--- config.mk ---
export PLATFORM = sky130hd
export DESIGN_NAME = vga_scan_ctrl_flat
export DESIGN_NICKNAME = d
export VERILOG_FILES = /design/src/rtl/vga_scan_pkg.sv /design/src/rtl/vga_scan_ctrl_if.sv /design/src/rtl/vga_delay_line.sv /design/src/rtl/vga_scan_ctrl.sv /design/src/flat_wrapper.sv
export SDC_FILE = /design/constraint.sdc
export NUM_CORES = 1
export LEC_CHECK = 0
export CAP_MARGIN = 20
export CORE_ASPECT_RATIO = 2
export CORE_MARGIN = 2
export CORE_UTILIZATION = 47
export DETAILED_ROUTE_END_ITERATION = 10
export GPL_TIMING_DRIVEN = 0
export PLACE_DENSITY_LB_ADDON = 0.3
export SYNTH_ARGS = -nofsm -noshare
export SYNTH_HDL_FRONTEND = slang
export SYNTH_SLANG_ARGS = --single-unit
export TNS_END_PERCENT = 1
--- constraint.sdc ---
create_clock -name iVGA_CLK -period 2.3 [get_ports iVGA_CLK]
set_clock_uncertainty 0.1 [all_clocks]
set_input_delay 0.46 -clock iVGA_CLK [delete_from_list [all_inputs] [get_ports iVGA_CLK]]
set_output_delay 0.46 -clock iVGA_CLK [all_outputs]
set_load 0.03 [all_outputs]
--- src/rtl/vga_scan_pkg.sv ---
// Shared timing defaults and elaboration helpers for the VGA scan controller.
package vga_scan_pkg;

  // 640x480@60 defaults (25.175 MHz pixel clock)
  localparam int DEF_H_ACTIVE = 640;
  localparam int DEF_H_FP     = 16;
  localparam int DEF_H_SYNC   = 96;
  localparam int DEF_H_BP     = 48;
  localparam int DEF_V_ACTIVE = 480;
  localparam int DEF_V_FP     = 10;
  localparam int DEF_V_SYNC   = 2;
  localparam int DEF_V_BP     = 33;

  // Total clocks per line, or total lines per frame.
  function automatic int scan_total(input int active, input int fp, input int sync, input int bp);
    return active + fp + sync + bp;
  endfunction

  // Bits needed to hold values 0..value-1 (minimum 1).
  function automatic int clog2(input int value);
    int r;
    r = 1;
    for (int i = 1; i < 31; i++) begin
      if ((1 << i) < value) r = i + 1;
    end
    return r;
  endfunction

endpackage

--- src/rtl/vga_scan_ctrl_if.sv ---
// Framebuffer read port plus DAC-side outputs of the scan controller.
interface vga_scan_ctrl_if #(
  parameter int ADDR_W = 19
);
  logic [ADDR_W-1:0] oRD_ADDR;
  logic              oRD_EN;
  logic [23:0]       iPIX;      // {b, g, r}
  logic [7:0]        r_data;
  logic [7:0]        g_data;
  logic [7:0]        b_data;
  logic              oBLANK_n;
  logic              oHS;
  logic              oVS;

  modport master (
    output oRD_ADDR, oRD_EN, r_data, g_data, b_data, oBLANK_n, oHS, oVS,
    input  iPIX
  );

  modport slave (
    input  oRD_ADDR, oRD_EN, r_data, g_data, b_data, oBLANK_n, oHS, oVS,
    output iPIX
  );
endinterface

--- src/rtl/vga_delay_line.sv ---
// Fixed-depth shift register; reset loads RST_VAL into every stage so the
// outputs come out of reset already at their idle (inactive) levels.
module vga_delay_line #(
  parameter int               WIDTH   = 3,
  parameter int               DEPTH   = 3,
  parameter logic [WIDTH-1:0] RST_VAL = '0
) (
  input  logic             clk,
  input  logic             rst_n,
  input  logic [WIDTH-1:0] din,
  output logic [WIDTH-1:0] dout
);
  logic [DEPTH-1:0][WIDTH-1:0] stage_q;
  logic [DEPTH-1:0][WIDTH-1:0] stage_d;

  for (genvar gi = 0; gi < DEPTH; gi++) begin : g_stage
    if (gi == 0) begin : g_head
      assign stage_d[gi] = din;
    end else begin : g_tail
      assign stage_d[gi] = stage_q[gi-1];
    end
  end

  // Shift every stage each clock; synchronous reset to the idle pattern.
  always_ff @(posedge clk) begin
    if (!rst_n) begin
      stage_q <= {DEPTH{RST_VAL}};
    end else begin
      stage_q <= stage_d;
    end
  end

  assign dout = stage_q[DEPTH-1];
endmodule

--- src/rtl/vga_scan_ctrl.sv ---
// Raster timing generator with framebuffer address/strobe generation,
// pixel replication, double-buffered frame base and read-latency alignment.
module vga_scan_ctrl
  import vga_scan_pkg::*;
#(
  parameter int H_ACTIVE   = DEF_H_ACTIVE,
  parameter int H_FP       = DEF_H_FP,
  parameter int H_SYNC     = DEF_H_SYNC,
  parameter int H_BP       = DEF_H_BP,
  parameter int V_ACTIVE   = DEF_V_ACTIVE,
  parameter int V_FP       = DEF_V_FP,
  parameter int V_SYNC     = DEF_V_SYNC,
  parameter int V_BP       = DEF_V_BP,
  parameter int ADDR_W     = 19,
  parameter int RD_LAT     = 2,
  parameter int SCALE_LOG2 = 0,
  parameter bit HS_POL     = 1'b0,
  parameter bit VS_POL     = 1'b0
) (
  input  logic              iVGA_CLK,
  input  logic              iRST_n,
  input  logic              iEN,
  input  logic [ADDR_W-1:0] iBASE_ADDR,
  output logic              oFRAME_DONE,
  vga_scan_ctrl_if.master   bus
);
  localparam int H_TOTAL = scan_total(H_ACTIVE, H_FP, H_SYNC, H_BP);
  localparam int V_TOTAL = scan_total(V_ACTIVE, V_FP, V_SYNC, V_BP);
  // One spare bit so the sync end bound never aliases to zero.
  localparam int HW = clog2(H_TOTAL + 1);
  localparam int VW = clog2(V_TOTAL + 1);

  localparam logic [HW-1:0] H_LAST = HW'(H_TOTAL - 1);
  localparam logic [HW-1:0] H_VIS  = HW'(H_ACTIVE);
  localparam logic [HW-1:0] HS_BEG = HW'(H_ACTIVE + H_FP);
  localparam logic [HW-1:0] HS_END = HW'(H_ACTIVE + H_FP + H_SYNC);
  localparam logic [VW-1:0] V_LAST = VW'(V_TOTAL - 1);
  localparam logic [VW-1:0] V_VIS  = VW'(V_ACTIVE);
  localparam logic [VW-1:0] VS_BEG = VW'(V_ACTIVE + V_FP);
  localparam logic [VW-1:0] VS_END = VW'(V_ACTIVE + V_FP + V_SYNC);

  localparam logic [ADDR_W-1:0] LINE_STEP = ADDR_W'(H_ACTIVE >> SCALE_LOG2);
  localparam logic [VW-1:0]     REP_MASK  = VW'((1 << SCALE_LOG2) - 1);
  localparam logic [2:0]        DL_IDLE   = {1'b0, ~HS_POL, ~VS_POL};

  logic [HW-1:0]     h_q, h_d;
  logic [VW-1:0]     v_q, v_d;
  logic [ADDR_W-1:0] line_addr_q, line_addr_d;
  logic [ADDR_W-1:0] rd_addr_q, rd_addr_d;
  logic [ADDR_W-1:0] shadow_q, shadow_d;
  logic [ADDR_W-1:0] base_q, base_d;
  logic              rd_en_q, rd_en_d;
  logic              frame_done_q, frame_done_d;
  logic              blank_n_q, blank_n_d;
  logic              hs_q, hs_d, vs_q, vs_d;
  logic [7:0]        r_q, r_d, g_q, g_d, b_q, b_d;

  logic       h_wrap, v_wrap, frame_edge;
  logic       vis, hs_raw, vs_raw;
  logic [2:0] dl_in, dl_out;

  assign h_wrap     = (h_q == H_LAST);
  assign v_wrap     = (v_q == V_LAST);
  assign frame_edge = iEN && (h_q == '0) && (v_q == V_VIS);

  assign vis    = iEN && (h_q < H_VIS) && (v_q < V_VIS);
  assign hs_raw = iEN && (h_q >= HS_BEG) && (h_q < HS_END);
  assign vs_raw = iEN && (v_q >= VS_BEG) && (v_q < VS_END);

  // Sync levels enter the delay line already polarity-encoded.
  assign dl_in = {vis, hs_raw ? HS_POL : ~HS_POL, vs_raw ? VS_POL : ~VS_POL};

  // vis/hs/vs delayed to the cycle iPIX for that pixel is valid; the output
  // registers below add the final stage so blank/sync land with the colour.
  vga_delay_line #(
    .WIDTH  (3),
    .DEPTH  (RD_LAT + 1),
    .RST_VAL(DL_IDLE)
  ) u_align (
    .clk  (iVGA_CLK),
    .rst_n(iRST_n),
    .din  (dl_in),
    .dout (dl_out)
  );

  // Next-state: counters, incremental addressing, base double-buffering, outputs.
  always_comb begin
    h_d          = h_q;
    v_d          = v_q;
    line_addr_d  = line_addr_q;
    shadow_d     = iBASE_ADDR;
    base_d       = base_q;
    frame_done_d = frame_edge;
    rd_en_d      = vis;
    // Column offset uses the counter directly, so a pixel address repeats
    // for 2^SCALE_LOG2 clocks without a separate pixel counter.
    rd_addr_d    = line_addr_q + ADDR_W'(h_q >> SCALE_LOG2);

    if (!iEN) begin
      h_d         = '0;
      v_d         = '0;
      line_addr_d = base_q;
    end else if (h_wrap) begin
      h_d = '0;
      if (v_wrap) begin
        v_d         = '0;
        line_addr_d = base_q;
      end else begin
        v_d = v_q + VW'(1);
        if (((v_q + VW'(1)) & REP_MASK) == '0) begin
          line_addr_d = line_addr_q + LINE_STEP;
        end
      end
    end else begin
      h_d = h_q + HW'(1);
    end

    // New base takes effect only at the next frame start (line_addr reload).
    if (frame_edge) begin
      base_d = shadow_q;
    end

    blank_n_d = dl_out[2];
    hs_d      = dl_out[1];
    vs_d      = dl_out[0];
    r_d       = dl_out[2] ? bus.iPIX[7:0]   : 8'h00;
    g_d       = dl_out[2] ? bus.iPIX[15:8]  : 8'h00;
    b_d       = dl_out[2] ? bus.iPIX[23:16] : 8'h00;
  end

  // State registers with synchronous active-low reset.
  always_ff @(posedge iVGA_CLK) begin
    if (!iRST_n) begin
      h_q          <= '0;
      v_q          <= '0;
      line_addr_q  <= '0;
      rd_addr_q    <= '0;
      shadow_q     <= '0;
      base_q       <= '0;
      rd_en_q      <= 1'b0;
      frame_done_q <= 1'b0;
      blank_n_q    <= 1'b0;
      hs_q         <= ~HS_POL;
      vs_q         <= ~VS_POL;
      r_q          <= 8'h00;
      g_q          <= 8'h00;
      b_q          <= 8'h00;
    end else begin
      h_q          <= h_d;
      v_q          <= v_d;
      line_addr_q  <= line_addr_d;
      rd_addr_q    <= rd_addr_d;
      shadow_q     <= shadow_d;
      base_q       <= base_d;
      rd_en_q      <= rd_en_d;
      frame_done_q <= frame_done_d;
      blank_n_q    <= blank_n_d;
      hs_q         <= hs_d;
      vs_q         <= vs_d;
      r_q          <= r_d;
      g_q          <= g_d;
      b_q          <= b_d;
    end
  end

  assign bus.oRD_ADDR = rd_addr_q;
  assign bus.oRD_EN   = rd_en_q;
  assign bus.oBLANK_n = blank_n_q;
  assign bus.oHS      = hs_q;
  assign bus.oVS      = vs_q;
  assign bus.r_data   = r_q;
  assign bus.g_data   = g_q;
  assign bus.b_data   = b_q;
  assign oFRAME_DONE  = frame_done_q;
endmodule
--- src/flat_wrapper.sv ---
// flat-port wrapper written by rule: the top's interface ports become plain ports
module vga_scan_ctrl_flat import vga_scan_pkg::*;
#(
  parameter int H_ACTIVE   = DEF_H_ACTIVE,
  parameter int H_FP       = DEF_H_FP,
  parameter int H_SYNC     = DEF_H_SYNC,
  parameter int H_BP       = DEF_H_BP,
  parameter int V_ACTIVE   = DEF_V_ACTIVE,
  parameter int V_FP       = DEF_V_FP,
  parameter int V_SYNC     = DEF_V_SYNC,
  parameter int V_BP       = DEF_V_BP,
  parameter int ADDR_W     = 19,
  parameter int RD_LAT     = 2,
  parameter int SCALE_LOG2 = 0,
  parameter bit HS_POL     = 1'b0,
  parameter bit VS_POL     = 1'b0
)
  (iVGA_CLK, iRST_n, iEN, iBASE_ADDR, oFRAME_DONE, bus_oRD_ADDR, bus_oRD_EN, bus_r_data, bus_g_data, bus_b_data, bus_oBLANK_n, bus_oHS, bus_oVS, bus_iPIX);
  vga_scan_ctrl_if #(.ADDR_W(ADDR_W)) bus_i ();
  input  logic iVGA_CLK;
  input  logic iRST_n;
  input  logic iEN;
  input  logic [ADDR_W-1:0] iBASE_ADDR;
  output logic oFRAME_DONE;
  output wire logic [$bits(bus_i.oRD_ADDR)-1:0] bus_oRD_ADDR;
  output wire logic [$bits(bus_i.oRD_EN)-1:0] bus_oRD_EN;
  output wire logic [$bits(bus_i.r_data)-1:0] bus_r_data;
  output wire logic [$bits(bus_i.g_data)-1:0] bus_g_data;
  output wire logic [$bits(bus_i.b_data)-1:0] bus_b_data;
  output wire logic [$bits(bus_i.oBLANK_n)-1:0] bus_oBLANK_n;
  output wire logic [$bits(bus_i.oHS)-1:0] bus_oHS;
  output wire logic [$bits(bus_i.oVS)-1:0] bus_oVS;
  input wire logic [$bits(bus_i.iPIX)-1:0] bus_iPIX;
  assign bus_oRD_ADDR = bus_i.oRD_ADDR;
  assign bus_oRD_EN = bus_i.oRD_EN;
  assign bus_r_data = bus_i.r_data;
  assign bus_g_data = bus_i.g_data;
  assign bus_b_data = bus_i.b_data;
  assign bus_oBLANK_n = bus_i.oBLANK_n;
  assign bus_oHS = bus_i.oHS;
  assign bus_oVS = bus_i.oVS;
  assign bus_i.iPIX = bus_iPIX;
  vga_scan_ctrl #(.H_ACTIVE(H_ACTIVE), .H_FP(H_FP), .H_SYNC(H_SYNC), .H_BP(H_BP), .V_ACTIVE(V_ACTIVE), .V_FP(V_FP), .V_SYNC(V_SYNC), .V_BP(V_BP), .ADDR_W(ADDR_W), .RD_LAT(RD_LAT), .SCALE_LOG2(SCALE_LOG2), .HS_POL(HS_POL), .VS_POL(VS_POL)) u_core (.iVGA_CLK(iVGA_CLK), .iRST_n(iRST_n), .iEN(iEN), .iBASE_ADDR(iBASE_ADDR), .oFRAME_DONE(oFRAME_DONE), .bus(bus_i));
endmodule
Word-level counts from Yosys, hierarchy flattened
Cells that the tools add are included.
{ "totals": {"inputBits": 46, "reg_bits": 134} }
{ "op_classes": {"n_eq_ne": 4, "n_reduce_logical": 12, "muxes": 6, "order_cmp": 6, "n_addsub": 4, "bitwise_logic": 2} }
{ "ops": {"columns": ["op", "n"], "rows": [
  ["$mux 19", 3],
  ["$add 10x1->10 const B", 2],
  ["$eq 10x10->1 const B", 2],
  ["$lt 10x10->1 const B", 2],
  ["$lt 10x9->1 const B", 2],
  ["$add 19x10->19", 1],
  ["$add 19x10->19 const B", 1],
  ["$eq 10x9->1 const B", 1],
  ["$ge 10x10->1 const B", 1],
  ["$ge 10x9->1 const B", 1],
  ["$logic_not 10->1", 1],
  ["$mux 10", 1],
  ["$logic_and 1x1->1", 8],
  ["$reduce_and 2->1", 2],
  ["$reduce_or 3->1", 1],
  ["$mux 1", 2],
  ["$ne 2x1->1 const B", 1],
  ["$not 1->1", 2]
]} }

Depth between registers and ports, before layout
{ "depth": {"depth_word": 4, "mapped_depth": 9} }

Modules after synthesis
From an unflattened synthesis, not the netlist that was laid out.
{ "hier_totals": {"hier_cells": 547, "area_unflattened_um2": 5293.8} }
{ "modules_own_cells": {"columns": ["module", "area_each_um2", "instances", "seq_area_each_um2", "cells_per_inst"], "rows": [
  ["vga_scan_ctrl", 5057.4, 1, 2502.4, 529],
  ["vga_delay_line", 236.5, 1, 180.2, 18]
]} }

Worst setup path before layout
No wires, ideal clock.
{ "synth_timing": {"kind": "register to register", "from": "register u_core.h_q[0]", "to": "register u_core.rd_addr_q[18], in the netlist u_core.bus.oRD_ADDR[18]", "setup_ps": 119, "arrival_time_ps": 2032, "stages_incl_launch_ff": 10, "path_buffers": 0, "setup_slack_ps": 48, "required_ps": 2081, "cell_sequence": "dfxtp_1 ha_1 inv_1 fa_1 nor2b_1 o31a_1 o221ai_1 a211oi_1 nand2_1 mux2i_1"} }
{ "synth_via": {"elab_chain_cells": 1} }
{ "synth_rtl": {"columns": ["element", "line_no", "text"], "rows": [
  ["start: declaration", "vga_scan_ctrl.sv:46", "logic [HW-1:0] h_q, h_d;"],
  ["start signal: assignment", "vga_scan_ctrl.sv:134", "h_q <= '0;"],
  ["start signal: assignment", "vga_scan_ctrl.sv:149", "h_q <= h_d;"],
  ["$add 19x10->19", "vga_scan_ctrl.sv:97", "rd_addr_d = line_addr_q + ADDR_W'(h_q >> SCALE_LOG2);"],
  ["end signal: assignment", "vga_scan_ctrl.sv:152", "rd_addr_q <= rd_addr_d;"],
  ["end: declaration", "vga_scan_ctrl.sv:49", "logic [ADDR_W-1:0] rd_addr_q, rd_addr_d;"]
]} }
No other way between the ends.
A chain may end at the register's enable or synchronous reset.

Worst setup path after layout
{ "layout_timing": {"from": "register u_core.v_q[1]", "to": "register u_core.line_addr_q[11]"} }
{ "layout_via": {"elab_chain_cells": 4} }
{ "layout_rtl": {"columns": ["element", "line_no", "text"], "rows": [
  ["start: declaration", "vga_scan_ctrl.sv:47", "logic [VW-1:0] v_q, v_d;"],
  ["start signal: assignment", "vga_scan_ctrl.sv:150", "v_q <= v_d;"],
  ["$eq 10x10->1", "vga_scan_ctrl.sv:63", "assign v_wrap = (v_q == V_LAST);"],
  ["$mux 19", "vga_scan_ctrl.sv:105", "if (v_wrap) begin"],
  ["$mux 19", "vga_scan_ctrl.sv:103", "end else if (h_wrap) begin"],
  ["$mux 19", "vga_scan_ctrl.sv:99", "if (!iEN) begin"],
  ["end signal: assignment", "vga_scan_ctrl.sv:151", "line_addr_q <= line_addr_d;"],
  ["end: declaration", "vga_scan_ctrl.sv:48", "logic [ADDR_W-1:0] line_addr_q, line_addr_d;"]
]} }
No other way between the ends. The select of a mux whose other input is x is not followed.

==> results.cfg <==
[worst_setup_path]
startpoint_type = register
criticalPathCategory = register to register
r2r_start = u_core.v_q[1]
reg2reg_slack_ns = 0.05
end_kind = register
reg2reg_to = u_core.line_addr_q[11]
arrival_ns = 2.43
worstPathRequired_ns = 2.47
slowest_delay_ns = 0.38
path_cells = inv_1 -> ha_1 -> nor4bb_4 -> nand4_1 -> and2_2 -> buf_2 -> a21o_1 -> a22oi_1 -> nor2_1
startpoint = u_core.v_q[1]
path_max_fanout = 10
crit_slowest_cell = dfxtp_1
ff2ff_path_depth = 9

[timing]
rsz0062_at_grt = true
tightest_slew_ns = 0.648
fmax_mhz = 444
finalCriticalPeriod_ns = 2.25
fin_crit_sh = 0.980
tns_ns = 0
hold_viol = 0
setup_violations = 0
drv_slew = 0
relSlewSlack = 0.568

[layout]
layout.cells.non_filler = 822
fillers = 893
finalNetCount = 731
drive_above_1_share = 0.104
antenna_cells = 0
final_area_mm2 = 0.00699
multiInputGateArea_mm2 = 0.00246
register_area_mm2 = 0.00267
final_util = 0.647
area_growth_pct = 34.6

[clock_network]
insertion_delay_ns = 0.41
cts_tree = yes
cts.reportedPaths.clkPinSlew_ns = 0.06
cts_made_buffers = 17
cts.sinks = 133
clk_path_buf_depth = 2
cts_root_buffer = clkbuf_16
cts.hold.buffers_added = 0
h-tree-depth = 4

[grt]
grt_pass1_wl_mm = 21.4
grt_max_degree = 17
overflow = 0
antenna_found_initial = 0
grt_util_met3 = 0.0515
met1_usage = 0.211
top_usage_layer = met2
met2_usage = 0.433
grt_usage = 0.231
grt_pass1_vias = 4533

[routing]
vias_per_cell = 5.39
vias = 4427
wl_per_cell_um = 16.1
remaining_drc_errors = 0
antenna_left = 0
finalWirelength_mm = 13.2
drt_iter0_drc = 171
dr.pass1.iters = 4

[job]
maxCapViolCount = 0

[worst_hold_path]
hp-start = u_core.u_align.stage_d[7]
min_path_cells = 1
hp-class = register to register
whs_endpoint = u_core.u_align.dout[1]

[pwr]
seq_power_share = 0.454
power.leakage_nw = 2.67
combPwrFrac = 0.051
p_int_mw = 3.98
switching_share = 0.236
clockPowerShare = 0.495
power_switching_mw = 1.23
vdd_drop_max_uv = 564
power_density_mw_per_mm2 = 745

[placement]
placed_cell_area_mm2 = 0.00629
io_buffers = 92
gp_congestion = 0.906
hpwl_mm = 9.68
dp.cells = 787

[synth]
avgSynthCellArea_um2 = 9.36
synthArstFlopShare = 0
synth_most_common_cell = dfxtp_1
ys_ff_latch = 133
synth_edf_count = 0
ys_types = 54
seq_area_frac_synth = 0.513
synthTopCellsByArea = dfxtp_1 51%, nor2_1 5.1%, mux2i_1 4.0%
yosysTopAreaCell = dfxtp_1
yosys_warnings = 0
mappedNetlistNets = 617
ys.flop_type = dfxtp_1
synth_cells = 555
synth_common_cells = 133 x dfxtp_1, 71 x nor2_1, 43 x nand2_1, 32 x and3_1, 30 x a21oi_1
netlist_area_mm2 = 0.00519
synth_top_area_share = 0.513

[floorplanning]
ioPinCount = 94
die_h_um = 153
initial_utilization = 0.480
die_area_mm2 = 0.0120
chipWidth_um = 78.3
rows = 54
coreArea_mm2 = 0.0108

[run_status]
outcome = complete, no violations
## how the worst max path moves through the flow
stage | to | slack [ns]
3_3_place_gp | u_core.bus.oRD_ADDR[18] | -0.51
5_1_grt | u_core.line_addr_q[11] | -0.06
4_1_cts | u_core.bus.oRD_ADDR[18] | -0.06
2_1_floorplan | u_core.bus.oRD_ADDR[18] | 0.05
6_report | u_core.line_addr_q[11] | 0.05
3_5_place_dp | u_core.bus.oRD_ADDR[18] | -0.53
## sequential cells by signal, summed over array words and instances, names as in the netlist, 8 cells and up
register,flops
u_core.bus.oRD_ADDR,19
u_core.v_q,10
u_core.h_q,10
u_core.bus.g_data,8
u_core.bus.b_data,8
u_core.shadow_q,19
u_core.base_q,19
u_core.bus.r_data,8
u_core.line_addr_q,19
## critical path: cells and delay by family (launching register included)
| family | cells | cell delay, ns |
|---|---|---|
| and+or+nand+nor | 4 | 0.84 |
| DFF | 1 | 0.38 |
| AOI/OAI and AO/OA | 2 | 0.31 |
| buffers and inverters | 2 | 0.28 |
| adders and majority gates | 1 | 0.20 |
## what timing repair did
| item | 4_1_cts | 5_1_grt |
|---|---|---|
| endpoints found under the setup margin | 29 | 32 |
| gates resized for setup | 11 | 20 |
| pin swaps | 3 | 6 |
| buffers inserted | 3 | 0 |
## cells by family (layout without fill, tap and decap cells)
logic type / count (synthesis) / count (layout) / share of synthesized area
multiplexers: 21 / 21 / 0.0405
AND/OR/NAND/NOR: 236 / 236 / 0.231
XOR/XNOR: 24 / 24 / 0.0405
adder cells (fa/ha/maj): 16 / 16 / 0.0400
flip-flops: 133 / 133 / 0.513
buffers and inverters: 39 / 166 / 0.0308
AO/OA/AOI/OAI: 86 / 86 / 0.105
## layer usage
metal | routed length, um | up-vias
li1 | - | 2146
met1 | 4620 | 2088
met2 | 7320 | 147
met3 | 504 | 46
met4 | 784 | 0
met5 | 0 | -
## area by class of cell
| type | instances | share of cell area |
|---|---|---|
| repair buffers | 95 | 0.135 |
| clock buffers | 17 | 0.0608 |
| plain buffers | 28 | 0.0186 |
| well taps | 140 | 0.0250 |
| multi-input cells | 383 | 0.352 |
| clock inverters | 15 | 0.0204 |
| inverters | 11 | 0.00590 |
| flip-flops and latches | 133 | 0.382 |
## power groups by stage
stage | Sequential, mW | Clock, mW | Combinational [mW]
finish | 2.37 | 2.58 | 0.268
global route | 2.37 | 2.73 | 0.290
CTS | 2.37 | 2.61 | 0.267
detailed placement | 2.42 | 0 | 0.263
global placement | 2.42 | 0 | 0.259
floorplan | 2.43 | 0 | 0.108
## stage by stage
stage / worst slack, ns / total power [mW] / hold slack (ns)
after floorplan: 0.0484 / 2.54 / 0.286
after global placement: -0.507 / 2.68 / 0.289
after detailed placement: -0.533 / 2.68 / 0.298
after CTS: -0.0557 / 5.24 / 0.315
after global routing: -0.0640 / 5.39 / 0.326
final: 0.0463 / 5.21 / 0.313
## cells in the final DEF (no fill, tap or decap), types with 3 or more instances in the layout
cell,synthesis,layout
nand4_1,10,10
a21oi_1,30,30
inv_6,0,7
clkbuf_16,0,17
nor2_1,71,71
nand3_1,12,12
clkbuf_1,20,19
mux2i_1,21,21
clkinv_4,0,3
dfxtp_2,0,3
and3_1,32,32
ha_2,0,4
or3_1,4,4
and2_1,26,25
nand2_1,43,43
a22oi_1,3,3
xor2_1,12,12
dfxtp_1,133,129
o22ai_1,3,3
clkdlybuf4s50_1,0,92
xnor2_1,12,12
a211oi_1,5,3
a21o_1,6,6
o21a_1,4,4
buf_2,5,5
inv_1,10,10
o21ai_0,16,16
buf_4,0,3
nand2b_1,7,7
ha_1,15,10
nor3_1,11,11
(Power assumes the default switching activity.)
